==> src/rtl/fir_tap_scheduler_if.sv <==
// Port bundle between the FIR tap scheduler and its sample source, delay-line RAM,
// coefficient ROM, accumulator and result consumer; master is the scheduler side.
interface fir_tap_scheduler_if #(
    parameter int ADDR_W = 4
) ();
    logic              in_valid;
    logic              in_ready;
    logic [31:0]       in_sample;
    logic              smp_we;
    logic [ADDR_W-1:0] smp_waddr;
    logic [31:0]       smp_wdata;
    logic [ADDR_W-1:0] smp_raddr;
    logic [ADDR_W-1:0] coef_raddr;
    logic              issue;
    logic              acc_en;
    logic              acc_clr;
    logic              acc_last;
    logic              out_valid;
    logic              out_ready;
    logic              busy;

    modport master (
        input  in_valid, in_sample, out_ready,
        output in_ready, smp_we, smp_waddr, smp_wdata, smp_raddr, coef_raddr,
               issue, acc_en, acc_clr, acc_last, out_valid, busy
    );

    modport slave (
        output in_valid, in_sample, out_ready,
        input  in_ready, smp_we, smp_waddr, smp_wdata, smp_raddr, coef_raddr,
               issue, acc_en, acc_clr, acc_last, out_valid, busy
    );
endinterface

==> src/rtl/fir_tap_scheduler.sv <==
// Sequences one shared FP multiplier over TAPS taps per sample; result valid TAPS+PIPE_LAT+2
// cycles after accept. One sample in flight; result held in DONE until out_ready.
module fir_tap_scheduler #(
    parameter int TAPS     = 16,
    parameter int ADDR_W   = 4,
    parameter int PIPE_LAT = 2
) (
    input  logic                 clk,
    input  logic                 rst,
    fir_tap_scheduler_if.master  bus
);
    localparam logic [2:0] S_CLEAR = 3'd0;
    localparam logic [2:0] S_IDLE  = 3'd1;
    localparam logic [2:0] S_WRITE = 3'd2;
    localparam logic [2:0] S_ISSUE = 3'd3;
    localparam logic [2:0] S_DRAIN = 3'd4;
    localparam logic [2:0] S_DONE  = 3'd5;

    localparam logic [ADDR_W-1:0] K_LAST = ADDR_W'(TAPS - 1);
    localparam logic [ADDR_W-1:0] TAPS_A = ADDR_W'(TAPS);
    localparam logic [ADDR_W-1:0] ONE_A  = ADDR_W'(1);

    logic [2:0]              state_q, state_d;
    logic [ADDR_W-1:0]       wptr_q, wptr_d;
    logic [ADDR_W-1:0]       k_q, k_d;
    logic [31:0]             sample_q, sample_d;
    logic [PIPE_LAT-1:0][2:0] pipe_q, pipe_d;

    logic              issue_now;
    logic              clr_wr;
    logic [2:0]        pipe_out;
    logic [ADDR_W-1:0] rd_addr;

    assign issue_now = (state_q == S_ISSUE);
    assign pipe_out  = pipe_q[PIPE_LAT-1];
    // While reset is held the delay line must not see clear writes.
    assign clr_wr    = (state_q == S_CLEAR) && !rst;

    // Wrap explicitly so a non-power-of-two TAPS stays inside the delay line.
    always_comb begin
        if (wptr_q >= k_q) begin
            rd_addr = wptr_q - k_q;
        end else begin
            rd_addr = wptr_q - k_q + TAPS_A;
        end
    end

    always_comb begin
        state_d  = state_q;
        wptr_d   = wptr_q;
        k_d      = k_q;
        sample_d = sample_q;
        case (state_q)
            S_CLEAR: begin
                if (k_q == K_LAST) begin
                    state_d = S_IDLE;
                    k_d     = '0;
                    wptr_d  = '0;
                end else begin
                    k_d = k_q + ONE_A;
                end
            end
            S_IDLE: begin
                if (bus.in_valid) begin
                    sample_d = bus.in_sample;
                    state_d  = S_WRITE;
                end
            end
            S_WRITE: begin
                state_d = S_ISSUE;
                k_d     = '0;
            end
            S_ISSUE: begin
                if (k_q == K_LAST) begin
                    k_d     = '0;
                    wptr_d  = (wptr_q == K_LAST) ? '0 : wptr_q + ONE_A;
                    state_d = S_DRAIN;
                end else begin
                    k_d = k_q + ONE_A;
                end
            end
            S_DRAIN: begin
                if (pipe_out[0]) begin
                    state_d = S_DONE;
                end
            end
            S_DONE: begin
                if (bus.out_ready) begin
                    state_d = S_IDLE;
                end
            end
            default: state_d = S_CLEAR;
        endcase
    end

    // Slot tags ride alongside the RAM read and multiplier registers: {issue, first, last}.
    always_comb begin
        pipe_d    = pipe_q;
        pipe_d[0] = {issue_now, issue_now && (k_q == '0), issue_now && (k_q == K_LAST)};
        for (int i = 1; i < PIPE_LAT; i++) begin
            pipe_d[i] = pipe_q[i-1];
        end
    end

    always_ff @(posedge clk) begin
        if (rst) begin
            state_q  <= S_CLEAR;
            wptr_q   <= '0;
            k_q      <= '0;
            sample_q <= '0;
            pipe_q   <= '0;
        end else begin
            state_q  <= state_d;
            wptr_q   <= wptr_d;
            k_q      <= k_d;
            sample_q <= sample_d;
            pipe_q   <= pipe_d;
        end
    end

    assign bus.in_ready   = (state_q == S_IDLE);
    assign bus.busy       = (state_q != S_IDLE);
    assign bus.smp_we     = clr_wr || (state_q == S_WRITE);
    assign bus.smp_waddr  = clr_wr ? k_q : ((state_q == S_WRITE) ? wptr_q : '0);
    assign bus.smp_wdata  = (state_q == S_WRITE) ? sample_q : '0;
    assign bus.smp_raddr  = issue_now ? rd_addr : '0;
    assign bus.coef_raddr = issue_now ? k_q : '0;
    assign bus.issue      = issue_now;
    assign bus.acc_en     = pipe_out[2];
    assign bus.acc_clr    = pipe_out[1];
    assign bus.acc_last   = pipe_out[0];
    assign bus.out_valid  = (state_q == S_DONE);
endmodule

==> src/flat_wrapper.sv <==
// flat-port wrapper written by rule: the top's interface ports become plain ports
module fir_tap_scheduler_flat 
#(
    parameter int TAPS     = 16,
    parameter int ADDR_W   = 4,
    parameter int PIPE_LAT = 2
)
  (clk, rst, bus_in_valid, bus_in_sample, bus_out_ready, bus_in_ready, bus_smp_we, bus_smp_waddr, bus_smp_wdata, bus_smp_raddr, bus_coef_raddr, bus_issue, bus_acc_en, bus_acc_clr, bus_acc_last, bus_out_valid, bus_busy);
  fir_tap_scheduler_if #(.ADDR_W(ADDR_W)) bus_i ();
  input  logic clk;
  input  logic rst;
  input wire logic [$bits(bus_i.in_valid)-1:0] bus_in_valid;
  input wire logic [$bits(bus_i.in_sample)-1:0] bus_in_sample;
  input wire logic [$bits(bus_i.out_ready)-1:0] bus_out_ready;
  output wire logic [$bits(bus_i.in_ready)-1:0] bus_in_ready;
  output wire logic [$bits(bus_i.smp_we)-1:0] bus_smp_we;
  output wire logic [$bits(bus_i.smp_waddr)-1:0] bus_smp_waddr;
  output wire logic [$bits(bus_i.smp_wdata)-1:0] bus_smp_wdata;
  output wire logic [$bits(bus_i.smp_raddr)-1:0] bus_smp_raddr;
  output wire logic [$bits(bus_i.coef_raddr)-1:0] bus_coef_raddr;
  output wire logic [$bits(bus_i.issue)-1:0] bus_issue;
  output wire logic [$bits(bus_i.acc_en)-1:0] bus_acc_en;
  output wire logic [$bits(bus_i.acc_clr)-1:0] bus_acc_clr;
  output wire logic [$bits(bus_i.acc_last)-1:0] bus_acc_last;
  output wire logic [$bits(bus_i.out_valid)-1:0] bus_out_valid;
  output wire logic [$bits(bus_i.busy)-1:0] bus_busy;
  assign bus_i.in_valid = bus_in_valid;
  assign bus_i.in_sample = bus_in_sample;
  assign bus_i.out_ready = bus_out_ready;
  assign bus_in_ready = bus_i.in_ready;
  assign bus_smp_we = bus_i.smp_we;
  assign bus_smp_waddr = bus_i.smp_waddr;
  assign bus_smp_wdata = bus_i.smp_wdata;
  assign bus_smp_raddr = bus_i.smp_raddr;
  assign bus_coef_raddr = bus_i.coef_raddr;
  assign bus_issue = bus_i.issue;
  assign bus_acc_en = bus_i.acc_en;
  assign bus_acc_clr = bus_i.acc_clr;
  assign bus_acc_last = bus_i.acc_last;
  assign bus_out_valid = bus_i.out_valid;
  assign bus_busy = bus_i.busy;
  fir_tap_scheduler #(.TAPS(TAPS), .ADDR_W(ADDR_W), .PIPE_LAT(PIPE_LAT)) u_core (.clk(clk), .rst(rst), .bus(bus_i));
endmodule
==> config.mk <==
export PLATFORM = sky130hd
export DESIGN_NAME = fir_tap_scheduler_flat
export DESIGN_NICKNAME = d
export VERILOG_FILES = /design/src/rtl/fir_tap_scheduler_if.sv /design/src/rtl/fir_tap_scheduler.sv /design/src/flat_wrapper.sv
export SDC_FILE = /design/constraint.sdc
export NUM_CORES = 1
export LEC_CHECK = 0
export ABC_AREA = 1
export BUFFER_PORTS_ARGS = -buffer_cell sky130_fd_sc_hd__buf_4
export CORE_ASPECT_RATIO = 1.4
export CORE_MARGIN = 10
export CORE_UTILIZATION = 49
export CTS_CLUSTER_DIAMETER = 100
export DETAILED_ROUTE_END_ITERATION = 10
export PLACE_DENSITY = 0.75
export SLEW_MARGIN = 20
export SYNTH_ARGS = -nofsm -noshare
export SYNTH_HDL_FRONTEND = slang
export SYNTH_SLANG_ARGS = --single-unit
==> constraint.sdc <==
create_clock -name clk -period 1.74 [get_ports clk]
set_input_delay 0.348 -clock clk [delete_from_list [all_inputs] [get_ports clk]]
set_output_delay 0.348 -clock clk [all_outputs]
set_load 0.005 [all_outputs]
==> run metrics, run 1 <==
Finished Layout Cells 507; post-synthesis net count 368; sequential share of power 34.5%; Placed Cells 475; Synth Instances 325; Post-route DRC 0; Layout area overhead 63.3%; sequential fraction of the synthesis area 40.3%; vias per cell 5.01; wire length per cell 15.8 um; Syn Area/Cell 7.48 um2; setup TNS -1250 ps; Worst-Skew Late Latency 320 ps; setup ws final -206 ps; Seq cells post-synth approximately 50; RSZ-0062 raised after global routing true; share of post-route cells with drive strength above 1 49.9%; R2R depth 8; htree depth 2; Pre-Repair DR Iteration Count 4; core area between 4000 and 5000 um2; Max Clock Skew around 11 ps; critical path arrival about 1600 ps; Detail Route Antenna Nets 0; Synthesis Warnings 0; Max VDD drop 634 uV; # clock sinks approximately 50; WL final 8.04 mm; height of the die 103 um; die area 8220 um2; Initial Util 50.2%; fill count 312; worst r2r src u_core.state_q[2]; dpl hpwl 4.81 mm; IO buf count between 80 and 90; # rows 30; violated checks setup timing; Core Util, Final about four fifths; largest net degree at the start of global routing 65; max-slew violations 0; 1st-iter DRT viols 116; Max FO, Critical Path 3; CP startpoint kind register; post-synthesis cell area 2430 um2; Slowest-stage cell, CP fa_1; fmax 514 MHz; # diodes 0; clock power share 17.5%; routability cong. 0.857; Final min period slightly below 2000 ps; Total Nets Final 485; Reg clk slew, reported paths approximately 100 ps; CTS root buf clkbuf_8; Hold Path End u_core.sample_q[22]; CP Capture Type primary output; Sw Ratio 40.1%; via count about 2500; area occupied by multi-input gates 1450 um2; CTS tree done; initial antenna violation count 0; CTS Buffer Depth 2; Power per Cell Area 1030 nW/um2; Hold Path Depth 3; outcome finished with violations; Horiz. Die Dim ~80 um; synth unique cells 30; post-route clock period utilization 112%; Reg-to-Reg End u_core.sample_q[6]; Setup-failing EPs final 14; # IOs 88; Slew headroom 71.6%; total track usage between 10% and 20%; first-pass GRT wire length 11.3 mm; reg2reg setup slack 90 ps; Num CTS Buffers 5; Worst Path Required between 1000 and 1500 ps; Setup CP Type register to primary output; max incr delay on CP 530 ps; worst hold start bus_in_sample[22]; worst hold slack 284 ps; GRT overflow 0; Worst-Margin Slew 425 ps; CP Cell Sequence inv_2, buf_6, fa_1, inv_1, nor2_1, buf_4; Internal 2.44 mW; register area roughly 1000 um2; P_leak 1.65 nW; vias in the first global route 2518; MaxCap Viol Count 0; Hold/Removal Path Class primary input to register; final hold vios 0; Gate power share 48.1%; Net Sw Power 1.64 mW
==> metrics by stage <==
step	setup WS (ps)	area [um2]	power [mW]
final	-206	3970	4.08
after global routing	-253	3970	4.32
after detailed placement	33.3	3170	2.74
after global placement	58.3	3170	2.71
after CTS	-204	3490	3.71
after floorplan	127	2430	2.38
==> layout by cell type, fill, tap and decap left out, drive strengths merged <==
cell type    n
a211oi       1
a21oi       41
a22oi        1
buf        123
clkbuf       7
clkinvlp     3
dfxtp       49
fa           1
ha           6
inv         55
nand2       39
nand3        9
nand3b       1
nor2        62
nor3         2
o211ai       1
o21ai       39
xnor2        1
xor2         2
==> power by group through the flow <==
stage / Combinational [mW] / Sequential (mW) / Clock [mW]
final: 1.96 / 1.41 / 0.712
after global placement: 1.30 / 1.41 / 0
after CTS: 1.60 / 1.40 / 0.704
after global routing: 2.14 / 1.42 / 0.761
after floorplan: 0.970 / 1.41 / 0
after detailed placement: 1.33 / 1.41 / 0
==> sequential cells by signal (all words and copies together) (netlist names) <==
signal,count
u_core.wptr_q,4
u_core.state_q,3
u_core.pipe_d,3
u_core.sample_q,32
u_core.k_q,4
u_core.pipe_out,3
==> area by class of cell <==
class                   instances  share of cell area (%)
clock inverters                 3                   0.567
inverters                      55                    5.52
clock buffers                   5                    1.73
well taps                      64                    2.02
flip-flops and latches         49                    25.1
multi-input cells             206                    36.5
repair buffers                125                    28.5
==> what timing repair did <==
| action | CTS | global route |
|---|---|---|
| pin swaps | 12 | 13 |
| hold buffers | 0 | 0 |
| endpoints found under the hold margin | 0 | 0 |
| gates resized for setup | 32 | 98 |
| setup buffers | 13 | 8 |
| endpoints found under the setup margin | 40 | 45 |
| cloned | 1 | 2 |
==> cells in the mapped netlist, drive strengths merged <==
library cell | number | area share [%]
nand2 | 39 | 8.1
a22oi | 1 | 0.31
o211ai | 1 | 0.31
xnor2 | 1 | 0.36
xor2 | 2 | 0.72
inv | 55 | 8.7
a21oi | 41 | 9.4
buf | 11 | 4.1
dfxtp | 49 | 40
nor2 | 62 | 10
clkbuf | 4 | 0.62
nand3b | 1 | 0.31
nor3 | 2 | 0.87
fa | 1 | 0.82
nand3 | 9 | 1.9
ha | 6 | 3.1
o21ai | 39 | 9.4
a211oi | 1 | 0.31
==> logic make-up (layout without fill, tap and decap cells) <==
group	Yosys count	count (layout)	synth area share (%)
AOI/OAI and AO/OA	83	83	19.7
xor gates and xnor gates	3	3	1.08
adders and majority gates	7	7	3.91
buffers and inverters	70	188	13.4
DFF	49	49	40.3
and+or+nand+nor	113	113	21.6
==> critical path, delay by kind of cell (launching register included) <==
family	cells	cell delay [ps]
adders and majority gates	1	530
buffers and inverters	4	330
DFF	1	340
and+or+nand+nor	1	80
==> metal layers <==
layer  GRT usage [%]  up-vias  part of all wire (%)
li1                -     1256                     -
met1            16.8     1185                    35
met2            30.5       83                    55
met3            7.09       18                   7.8
met4            7.33        0                   2.4
met5               0        -                     0
==> how the worst max path moves through the flow <==
stage             startpoint               end  slack [ps]  cells after the start
2_1_floorplan  u_core.k_q[2]  bus_smp_raddr[3]         130                      7
6_report       u_core.k_q[1]  bus_smp_raddr[1]        -210                      6
4_1_cts        u_core.k_q[1]  bus_smp_raddr[3]        -200                      9
3_5_place_dp   u_core.k_q[2]  bus_smp_raddr[3]          30                      9
5_1_grt        u_core.k_q[1]  bus_smp_raddr[1]        -250                      6
3_3_place_gp   u_core.k_q[2]  bus_smp_raddr[3]          60                      9
Note: power is estimated with default switching activity, not from simulation.
==> run 2, diff against run 1 <==
Settings changed: REMOVE_ABC_BUFFERS from default to 1, SKIP_CTS_REPAIR_TIMING from default to 1.
==> run 2 against run 1 <==
Effect of this change:
- the flow still finishes with violations (setup timing)
- largest cell class unchanged
- clock skew increased by 3.5 ps
- critical path type unchanged
- design area decreased by 0.91%
- cell count decreased by 2.2%
- maximum frequency decreased by 0.23%
- wire length about the same
- first-iteration DRC count increased by 10%
- utilization decreased by 0.75 points
- register-to-register slack improved by 30 ps
- non-clock buffer count decreased by 12
- clock power increased by 17%
- sequential share of layout area increased by 0.26 points
==> run metrics, run 2 (synthesis gave the netlist of run 1 again) <==
RSZ-0062 raised after global routing true; Setup-failing EPs final 37 (+23); Worst Path Required 1390 ps (about the same); Max FO, Critical Path 2 (-1); WL final 8.04 mm (about the same); Max Clock Skew 14.4 ps (+3.51 ps); vias in the first global route 2210 (-12%); pre-CTS setup slack 11.7 ps (-21.6 ps); IO buf count 87 (unchanged); Final min period 1950 ps (+4.56 ps); CTS Buffer Depth 2 (unchanged); P_leak 1.61 nW (-2.4%); # diodes 0 (unchanged); Max VDD drop 602 uV (-5.0%); area occupied by multi-input gates 1470 um2 (+1.1%); final hold vios 0 (unchanged); Setup CP Type register to primary output; dpl hpwl 4.84 mm (+0.59%); most common cell after layout, fill and taps aside buf_4; via count 2520 (-0.87%); sequential share of power 35.2% (+0.7 points); Finished Layout Cells 496 (-2.2%); Detail Route Antenna Nets 0 (unchanged); # clock sinks 49 (unchanged); MaxCap Viol Count 0 (unchanged); Placed Cells 473 (-0.42%); fmax 513 MHz (-0.23%); post-route clock period utilization 112% (+0.26 points); Largest register FFs 32 (unchanged); Hold/Removal Path Class primary input to register; fill count 303 (-2.9%); most frequent cells in the layout buf_4, inv_1, dfxtp_1; violated checks setup timing; htree depth 2 (unchanged); Reg with most FFs u_core.sample_q; setup ws final -210 ps (-4.56 ps); share of post-route cells with drive strength above 1 48.8% (-1.0 points); CTS root buf clkbuf_8; Post-route DRC 0 (unchanged); Layout area overhead 61.8%; wire length per cell 16.2 um (+2.3%); register area 998 um2 (+0.13%); # IOs 88 (unchanged); Power per Cell Area 1050 nW/um2 (+2.0%); die area 8220 um2 (unchanged); Sw Ratio 38.7% (-1.4 points); Internal 2.52 mW (+3.4%); Worst-Skew Late Latency 300 ps (-20 ps); height of the die 103 um (unchanged); Pre-Repair DR Iteration Count 4 (unchanged); clock power share 20.2% (+2.7 points); Gate power share 44.6% (-3.5 points); outcome finished with violations; initial antenna violation count 0 (unchanged); # rows 30 (unchanged); Num CTS Buffers 5 (unchanged); CTS tree done; largest net degree at the start of global routing 65 (unchanged); total track usage 15.0% (-2.0 points); Largest regs u_core.sample_q x32, u_core.k_q x4, u_core.wptr_q x4; routability cong. 0.889 (+3.7%); CP startpoint kind register; GRT overflow 0 (unchanged); vias per cell 5.08 (+1.3%); Slew headroom 71.3% (-0.30 points); core area 4840 um2 (unchanged); first-pass GRT wire length 9.92 mm (-12%); Worst-Margin Slew 430 ps (+4.49 ps); Initial Util 50.2% (unchanged); Reg clk slew, reported paths 100 ps (about the same); Horiz. Die Dim 79.5 um (unchanged); 1st-iter DRT viols 128 (+10%); Total Nets Final 474 (-2.3%); critical path arrival 1600 ps (about the same); CP Capture Type primary output; setup TNS -2370 ps (-1120 ps); max-slew violations 0 (unchanged); Core Util, Final 81.2% (-0.75 points); Net Sw Power 1.60 mW (-2.5%)
==> run 2: cell count changes in the layout (fill, tap and decap cells not counted), sizes merged <==
cell / delta
nand2: +1
clkinvlp: -2
clkinv: +1
bufinv: +1
buf: -12
==> run 2: worst max-delay path: stages (launching register included) <==
cell and delay (ps):
dfxtp_2 340, inv_2 70, ha_4 140, inv_2 30, fa_2 500, inv_1 40
nor2_1 70, buf_4 110
==> run 2: final cells by class <==
cell class / instances / share of cell area, %
multi-input cells: 207 / 37.3
repair buffers: 113 / 26.8
flip-flops and latches: 49 / 25.4
inverters: 55 / 5.57
well taps: 64 / 2.04
clock buffers: 5 / 1.75
clock inverters: 3 / 1.18
==> run 2: path summary, 6_finish.rpt <==
check	slack [ps]	end	startpoint	depth (start not counted)
worst max-delay path	-210	bus_smp_raddr[1]	u_core.wptr_q[0]	7
worst min-delay path	290	u_core.sample_q[2]	bus_in_sample[2]	3
worst max register to register	120	u_core.sample_q[8]	u_core.state_q[0]	8
worst min register to register	410	u_core.pipe_out[2]	u_core.pipe_d[5]	2
==> run 2: power groups by stage <==
stage               sequential (mW)  combinational [mW]  clock, mW
floorplan                      1.41               0.889          0
global placement               1.41                1.26          0
detailed placement             1.42                1.29          0
CTS                            1.39                1.30      0.835
global route                   1.46                2.00      0.886
finish                         1.45                1.84      0.834
==> run 2: metal layers <==
metal	routed length (um)	up-vias	global-route usage [%]
li1	-	1237	-
met1	2850	1177	15.7
met5	0	-	0
met4	154	0	5.39
met3	705	14	8.56
met2	4340	92	24.7
==> run 2: metrics by stage <==
step	power (mW)	hold slack (ps)	instance area (um2)
finish	4.12	291	3930
global route	4.35	288	3930
global placement	2.67	389	3150
detailed placement	2.71	398	3150
CTS	3.52	288	3270
floorplan	2.30	388	2320
